**config.mk**
```make
export PLATFORM = sky130hd
export DESIGN_NAME = riscv_lsu
export DESIGN_NICKNAME = d
export VERILOG_FILES = /design/src/rtl/riscv_lsu_pkg.sv /design/src/rtl/riscv_lsu_align.sv /design/src/rtl/riscv_lsu.sv
export SDC_FILE = /design/constraint.sdc
export NUM_CORES = 1
export LEC_CHECK = 0
export ABC_AREA = 1
export BUFFER_PORTS_ARGS = -buffer_cell sky130_fd_sc_hd__buf_4
export CAP_MARGIN = 10
export CORE_MARGIN = 3
export CORE_UTILIZATION = 50
export DETAILED_ROUTE_END_ITERATION = 12
export PLACE_DENSITY = 0.88
export SETUP_SLACK_MARGIN = 0.02
export SLEW_MARGIN = 20
export SYNTH_ARGS = -nofsm -noshare
export SYNTH_HDL_FRONTEND = slang
export SYNTH_SLANG_ARGS = --single-unit
```
**constraint.sdc**
```tcl
create_clock -name clk -period 3.61 [get_ports clk]
set_clock_uncertainty 0.2 [all_clocks]
set_input_delay 0.1805 -clock clk [delete_from_list [all_inputs] [get_ports clk]]
set_output_delay 0.1805 -clock clk [all_outputs]
set_load 0.02 [all_outputs]
```
**src/rtl/riscv_lsu_pkg.sv**
```systemverilog
// Shared types for the RISC-V load/store unit: FSM states, funct3 size
// encodings and the access-legality rule.
package riscv_lsu_pkg;

    typedef enum logic [1:0] {
        S_IDLE,
        S_REQ,
        S_WAIT,
        S_DONE
    } lsu_state_e;

    localparam logic [1:0] SZ_B = 2'd0;
    localparam logic [1:0] SZ_H = 2'd1;
    localparam logic [1:0] SZ_W = 2'd2;
    localparam logic [1:0] SZ_D = 2'd3;
    localparam int unsigned SZ_UNSIGNED_BIT = 2;

    // Doubleword needs a 64-bit datapath; unsigned only exists for loads narrower than D.
    function automatic logic access_legal(input logic we, input logic [2:0] size,
                                          input int unsigned xlen);
        logic uns;
        uns = size[SZ_UNSIGNED_BIT];
        return !((xlen == 32 && size[1:0] == SZ_D) || (uns && we) || (uns && size[1:0] == SZ_D));
    endfunction

endpackage

```
**src/rtl/riscv_lsu_align.sv**
```systemverilog
// Byte-lane steering: store byte enables and data shift, load shift and
// sign/zero extension.
module riscv_lsu_align
    import riscv_lsu_pkg::*;
#(
    parameter int unsigned XLEN   = 32,
    parameter int unsigned NBYTES = XLEN / 8,
    parameter int unsigned OFFW   = $clog2(XLEN / 8)
) (
    input  logic [1:0]        st_size,
    input  logic [OFFW-1:0]   st_off,
    input  logic [XLEN-1:0]   st_wdata,
    output logic [NBYTES-1:0] st_be,
    output logic [XLEN-1:0]   st_wdata_sh,
    input  logic [2:0]        ld_size,
    input  logic [OFFW-1:0]   ld_off,
    input  logic [XLEN-1:0]   ld_rdata,
    output logic [XLEN-1:0]   ld_data
);

    logic [NBYTES-1:0] mask;
    int unsigned       nbits;
    int unsigned       kshift;
    logic [XLEN-1:0]   shr;
    logic [XLEN-1:0]   shl;

    always_comb begin
        mask = NBYTES'(1);
        case (st_size)
            SZ_H:    mask = NBYTES'(2'b11);
            SZ_W:    mask = NBYTES'(4'hF);
            SZ_D:    mask = NBYTES'(8'hFF);
            default: ;
        endcase
        st_be       = mask << st_off;
        st_wdata_sh = st_wdata << {st_off, 3'b000};
    end

    // Move the field to the top, then shift back logically or arithmetically to extend.
    always_comb begin
        nbits   = 32'd8 << ld_size[1:0];
        kshift  = (nbits >= XLEN) ? 32'd0 : XLEN - nbits;
        shr     = ld_rdata >> {ld_off, 3'b000};
        shl     = shr << kshift;
        ld_data = ld_size[SZ_UNSIGNED_BIT] ? (shl >> kshift) : XLEN'($signed(shl) >>> kshift);
    end

endmodule

```
**src/rtl/riscv_lsu.sv**
```systemverilog
// RISC-V load/store unit: one outstanding access, single-request memory port.
// Optional macro RISCV_LSU_MISALIGN_TRAP_EN turns misaligned accesses into errors.
module riscv_lsu
    import riscv_lsu_pkg::*;
#(
    parameter int unsigned XLEN   = 32,
    parameter int unsigned NBYTES = XLEN / 8
) (
    input  logic              clk,
    input  logic              reset,
    input  logic              req_valid,
    output logic              req_ready,
    input  logic              req_we,
    input  logic [2:0]        req_size,
    input  logic [XLEN-1:0]   req_addr,
    input  logic [XLEN-1:0]   req_wdata,
    output logic              resp_valid,
    output logic [XLEN-1:0]   resp_rdata,
    output logic              resp_err,
    output logic              stall,
    output logic              mem_req,
    output logic              mem_we,
    output logic [NBYTES-1:0] mem_be,
    output logic [XLEN-1:0]   mem_addr,
    output logic [XLEN-1:0]   mem_wdata,
    input  logic              mem_gnt,
    input  logic              mem_rvalid,
    input  logic [XLEN-1:0]   mem_rdata
);

    localparam int unsigned OFFW = $clog2(NBYTES);

    lsu_state_e        state;
    logic              lat_we;
    logic [2:0]        lat_size;
    logic [OFFW-1:0]   lat_off;
    logic [OFFW-1:0]   off_raw;
    logic [OFFW-1:0]   sz_mask;
    logic [OFFW-1:0]   off_al;
    logic              legal;
    logic [NBYTES-1:0] st_be;
    logic [XLEN-1:0]   st_wdata_sh;
    logic [XLEN-1:0]   ld_data;

    // Offset is rounded down to the access size; under the trap macro a nonzero remainder is an error.
    always_comb begin
        off_raw = req_addr[OFFW-1:0];
        sz_mask = OFFW'((32'd1 << req_size[1:0]) - 32'd1);
        off_al  = off_raw & ~sz_mask;
`ifdef RISCV_LSU_MISALIGN_TRAP_EN
        legal   = access_legal(req_we, req_size, XLEN) && ((off_raw & sz_mask) == '0);
`else
        legal   = access_legal(req_we, req_size, XLEN);
`endif
    end

    riscv_lsu_align #(.XLEN(XLEN), .NBYTES(NBYTES), .OFFW(OFFW)) u_align (
        .st_size     (req_size[1:0]),
        .st_off      (off_al),
        .st_wdata    (req_wdata),
        .st_be       (st_be),
        .st_wdata_sh (st_wdata_sh),
        .ld_size     (lat_size),
        .ld_off      (lat_off),
        .ld_rdata    (mem_rdata),
        .ld_data     (ld_data)
    );

    always_ff @(posedge clk or posedge reset) begin
        if (reset) begin
            state      <= S_IDLE;
            req_ready  <= 1'b1;
            stall      <= 1'b0;
            mem_req    <= 1'b0;
            mem_we     <= 1'b0;
            mem_be     <= '0;
            mem_addr   <= '0;
            mem_wdata  <= '0;
            resp_valid <= 1'b0;
            resp_err   <= 1'b0;
            resp_rdata <= '0;
            lat_we     <= 1'b0;
            lat_size   <= 3'd0;
            lat_off    <= '0;
        end else begin
            case (state)
                S_IDLE: begin
                    if (req_valid && req_ready) begin
                        req_ready <= 1'b0;
                        lat_we    <= req_we;
                        lat_size  <= req_size;
                        lat_off   <= off_al;
                        if (legal) begin
                            state     <= S_REQ;
                            stall     <= 1'b1;
                            mem_req   <= 1'b1;
                            mem_we    <= req_we;
                            mem_be    <= st_be;
                            mem_addr  <= {req_addr[XLEN-1:OFFW], OFFW'(0)};
                            mem_wdata <= st_wdata_sh;
                        end else begin
                            state      <= S_DONE;
                            resp_valid <= 1'b1;
                            resp_err   <= 1'b1;
                            resp_rdata <= '0;
                        end
                    end
                end
                S_REQ: begin
                    if (mem_gnt) begin
                        state   <= S_WAIT;
                        mem_req <= 1'b0;
                    end
                end
                S_WAIT: begin
                    if (mem_rvalid) begin
                        state      <= S_DONE;
                        stall      <= 1'b0;
                        resp_valid <= 1'b1;
                        resp_err   <= 1'b0;
                        resp_rdata <= lat_we ? '0 : ld_data;
                    end
                end
                S_DONE: begin
                    state      <= S_IDLE;
                    req_ready  <= 1'b1;
                    resp_valid <= 1'b0;
                    resp_err   <= 1'b0;
                end
                default: state <= S_IDLE;
            endcase
        end
    end

endmodule
```
# Word-level counts from Yosys, hierarchy flattened
# Cells that the tools add are included.
# word_totals
regBits	112
input_bits	105
output_inout_bits	106
word_cells	84
# op_classes
addsub	2
magnitude_cmp	1
n_eq_ne	11
n_shift	8
n_mux	26
bitwise_logic	3
n_reduce_logical	19
# op_table
op	n
2-to-1 mux 32 bit	6
case mux 32 bit (2 select lines)	1
greater-or-equal comparator 32 x 6 -> 1 bit (second input constant)	1
left shift 32 x 32 -> 32 bit	1
left shift 32 x 5 -> 32 bit	1
left shift 4 x 2 -> 32 bit (first input constant)	1
right shift 32 x 32 -> 32 bit	1
right shift 32 x 5 -> 32 bit	1
>>> shifter 32 x 32 -> 32 bit	1
subtractor 6 x 32 -> 32 bit (first input constant)	1
AND reduction 4 bit	4
!= test 2 bit (second input constant)	5
== test 2 bit (second input constant)	4
2-to-1 mux 1 bit	8
2-to-1 mux 2 bit	4
case mux 2 bit (4 select lines)	1
case mux 4 bit (2 select lines)	1
case mux 1 bit (2 select lines)	3
case mux 1 bit (3 select lines)	2
AND reduction 3 bit	2
nonzero test 2 bit	3
== test 2 x 1 -> 1 bit (second input constant)	2
AND reduction 2 bit	2
left shift 4 x 2 -> 4 bit	1
other kinds (10)	13

# Depth between registers and ports, before layout
# logic_depth
depth_word	9
mapped_depth	13
mapped_depth_nobuf	11

# Cells and area by module
# From an unflattened synthesis, not the netlist that was laid out.
# hier_totals
hier_cells	870
area_unflattened_um2	6227.2
# modules_own_cells
module	n_inst	cells_per_inst	area_per_inst_um2	seq_area_each_um2
riscv_lsu	1	591	4934.7	2803.9
riscv_lsu_align	1	279	1292.5	0.0

# Least setup slack after synthesis
# OpenSTA, ideal clock, no wires.
# synth_path
kind	register -> register
start	register state[0]
end	register mem_wdata[13]
arrival_ns	1.564
slack_ns	1.725
path_stages_with_launch	8
path_buffers	1
path_cell_list	dfrtp_1 -> inv_1 -> ha_1 -> nand3_4 -> nor2_8 -> inv_2 -> buf_2 -> a22o_1
# synth_via
elab_chain_len	2
# synth_rtl
item	line_no	text
from (decl)	riscv_lsu.sv:33	lsu_state_e state;
from (signal assigned)	riscv_lsu.sv:71	state <= S_IDLE;
from (signal assigned)	riscv_lsu.sv:94	state <= S_REQ;
from (signal assigned)	riscv_lsu.sv:102	state <= S_DONE;
zero test 2 bit	riscv_lsu.sv:86	case (state)
AND reduction 3 bit (no line)	-	
to (signal assigned)	riscv_lsu.sv:100	mem_wdata <= st_wdata_sh;
to (decl)	riscv_lsu.sv:25	output logic [XLEN-1:0] mem_wdata,
# No other way between the ends.
# A chain may end at the register's enable or synchronous reset.

# Worst setup path after layout
# layout_path
start	register state[0]
end	register mem_wdata[22]
# The elaborated chain is that of the path after synthesis.

==> metrics <==
run status=finished, final reports clean; VDD IR-drop max=0.000470 V; share of cells above drive strength 1=0.267; Worst-Skew Late Latency=0.34 ns; Worst path max stage delay=0.57 ns; commonest non-fill, non-tap cell in the layout=nand2_1; fin util=0.740; Core Region=0.0110 mm^2; I/O pin total=211; CP Data Arrival Time=3.36 ns; Synth Cell Area=0.00571 mm^2; cts bufs inserted=9; first-pass GRT wire length=28.1 mm; Simple-Gate Fraction of Synth Area=0.287; CP Capture Type=register; via count=5929; clk slew on worst S/H paths=0.08 ns; Root Driver=clkbuf_16; area grow syn2layout=42.4%; achievable frequency=305 MHz; Total Wirelength=17.7 mm; worst-path cell chain=inv_1 > ha_1 > inv_2 > nor2_1 > nand4_1 > nor2_1 > nand2_1 > o211ai_1 > dlygate4sd3_1; Final ANT Viol Nets=0; vias in the first global route=5656; main combinational cell family by area after synthesis=simple AND/OR/NAND/NOR gates; Pwr Density=800 mW/mm^2; die height=113 um; PortBufs=208; Period minus WS final=3.28 ns; Critical Path Source Type=register; postcts setup bufs=0; CP max stage cell=dlygate4sd3_1; Yosys reg bits=112; Initial DRT Pass Iterations=5; initial antenna violation count=0; hpwl dp=11.8 mm; fillers=809; commonest non-fill, non-tap cells in the layout=nand2_1 (301), buf_4 (213), dfrtp_1 (111); 1st-iter DRT viols=467; Starting Density=0.519; DRC viols=0; Worst Reg-to-Reg Cells=9; largest net degree at the start of global routing=68; hold path depth=5; Max Buffers Root-to-Sink=2; worst setup path class=reg -> reg; chip width=113 um; final setup fails=0; H-Tree Depth=3; Routed wire per std cell=15.9 um; max-cap violations=0; routability cong.=0.863; Hold Vio Cnt, Final=0; Die ar.=0.0127 mm^2; measured slew at the worst slew-check pin=0.733 ns; number of synthesis warnings=0; Synth cell types=35; unrepaired setup endpoints after global routing=false; Clock Sinks=112; Worst EP required=3.69 ns; Leak Pwr=4.37 nW; Crit Path Max Fanout=11; Synth Area per Inst=7.91 um^2; post-DR vias/cell=5.34; HP Class=in -> reg; mux contribution to synthesized area=0; Worst slew margin=0.511; adder-cell share of the synthesized area=0.00877; fin crit share=0.909; Synth Area in XOR/XNOR=0; Global Route Usage Sum=0.270; Seq/Total Area, Yosys=0.491; total gr overflow=0; Post-Syn Instances=721; Core Rows=38; TritonCTS clock tree=done; Synth Area in Compound Gates=0.135; Slew Viols, Final=0; Net count, final=1073; CP dominant cell by count=nor2_1; post-route setup TNS=0 ns
==> state kept, by name, summed over array words and instances, names as in the netlist, 2 cells and up <==
register,cells
lat_off,2
lat_size,3
mem_wdata,32
state,2
mem_be,4
resp_rdata,32
mem_addr,30
==> cell families (layout without fill, tap and decap cells) <==
group                      Yosys count  after routing
other                                1              3
and+or+nand+nor                    391            391
AOI/OAI and AO/OA                  123            123
DFF                                112            112
adders and majority gates            4              4
buffers and inverters               90            337
==> metal layers <==
metal	vias to the layer above	wire length, um	GRT usage
met4	0	612	0.115
met5	-	0	0
met2	342	8490	0.436
li1	2825	-	-
met3	51	1540	0.0540
met1	2711	7040	0.357
==> critical path: cells and delay by family, from the launching register on <==
family	cells	cell delay [ns]
AND/OR/NAND/NOR	4	1.40
buffers and inverters	3	0.75
flip-flops	1	0.40
adder cells (fa/ha/maj)	1	0.36
AO/OA/AOI/OAI	1	0.11
==> path summary, 6_finish.rpt <==
path	from	end	slack, ns
worst max-delay path	state[0]	mem_wdata[22]	0.33
worst min register to register	mem_addr[21]	mem_addr[21]	0.27
min in group asynchronous	reset	mem_addr[21]	0.27
worst max register to register	state[0]	mem_wdata[22]	0.33
worst min-delay path	mem_rdata[2]	resp_rdata[2]	0.01
max in group asynchronous	reset	req_ready	2.13
==> where the power goes <==
group          internal (mW)  switching, mW  leakage (nW)
Sequential              1.79          0.371          1.43
Clock                  0.505          0.490         0.147
Combinational           1.29           2.06          2.80
Total                   3.58           2.92          4.37
==> area by class of cell <==
class / instances / area (um^2) / area share
Sequential cell: 112 / 2800 / 0.345
Multi-Input combinational cell: 520 / 2460 / 0.303
Antenna cell: 1 / 2.50 / 0.000308
Tap cell: 140 / 175 / 0.0216
Clock inverter: 6 / 60.1 / 0.00739
Inverter: 51 / 199 / 0.0245
Timing Repair Buffer: 270 / 2180 / 0.268
Clock buffer: 10 / 239 / 0.0294
==> cell usage after synthesis <==
| cell | count | area (um^2) |
|---|---|---|
| a21o_1 | 3 | 22.5 |
| a21oi_1 | 7 | 35.0 |
| a22o_1 | 10 | 87.6 |
| a31oi_1 | 8 | 50.1 |
| buf_2 | 22 | 110 |
| buf_4 | 3 | 22.5 |
| buf_6 | 1 | 11.3 |
| buf_8 | 1 | 15.0 |
| clkbuf_1 | 8 | 30.0 |
| clkbuf_8 | 4 | 55.1 |
| conb_1 | 1 | 3.75 |
| dfrtp_1 | 111 | 2780 |
| dfstp_2 | 1 | 26.3 |
| ha_1 | 4 | 50.1 |
| inv_1 | 41 | 154 |
| inv_2 | 9 | 33.8 |
| inv_6 | 1 | 8.76 |
| nand2_1 | 301 | 1130 |
| nand2_2 | 5 | 31.3 |
| nand2_4 | 2 | 22.5 |
| nand3_1 | 44 | 220 |
| nand3_4 | 1 | 17.5 |
| nand4_1 | 5 | 31.3 |
| nor2_1 | 25 | 93.8 |
| nor2_2 | 2 | 12.5 |
| nor2_8 | 3 | 60.1 |
| nor3_1 | 1 | 5.00 |
| o2111ai_1 | 1 | 8.76 |
| o211ai_1 | 22 | 165 |
| o21ai_0 | 57 | 285 |
| o21ai_2 | 2 | 17.5 |
| o22ai_1 | 1 | 6.26 |
| o311ai_0 | 2 | 17.5 |
| o31ai_1 | 10 | 75.1 |
| or2_2 | 2 | 12.5 |
==> stage by stage <==
stage / worst slack [ns] / instance area, um^2 / hold slack [ns] / total power [mW] / instances
after global routing: 0.0380 / 8120 / 0.0222 / 6.92 / 1109
final: 0.329 / 8120 / 0.0105 / 6.50 / 1110
after global placement: 1.13 / 7260 / 0.0896 / 5.31 / 1037
after CTS: 0.324 / 8120 / 0.000451 / 6.46 / 1109
after detailed placement: 0.828 / 7260 / 0.103 / 5.39 / 1037
after floorplan: 0.272 / 5710 / 0.0972 / 4.18 / 722
==> what timing repair did <==
action,4_1_cts,5_1_grt
hold buffers,56,0
endpoints found under the hold margin,104,0
gates resized for setup,0,0
No activity file was read; power rests on OpenSTA's default activity.
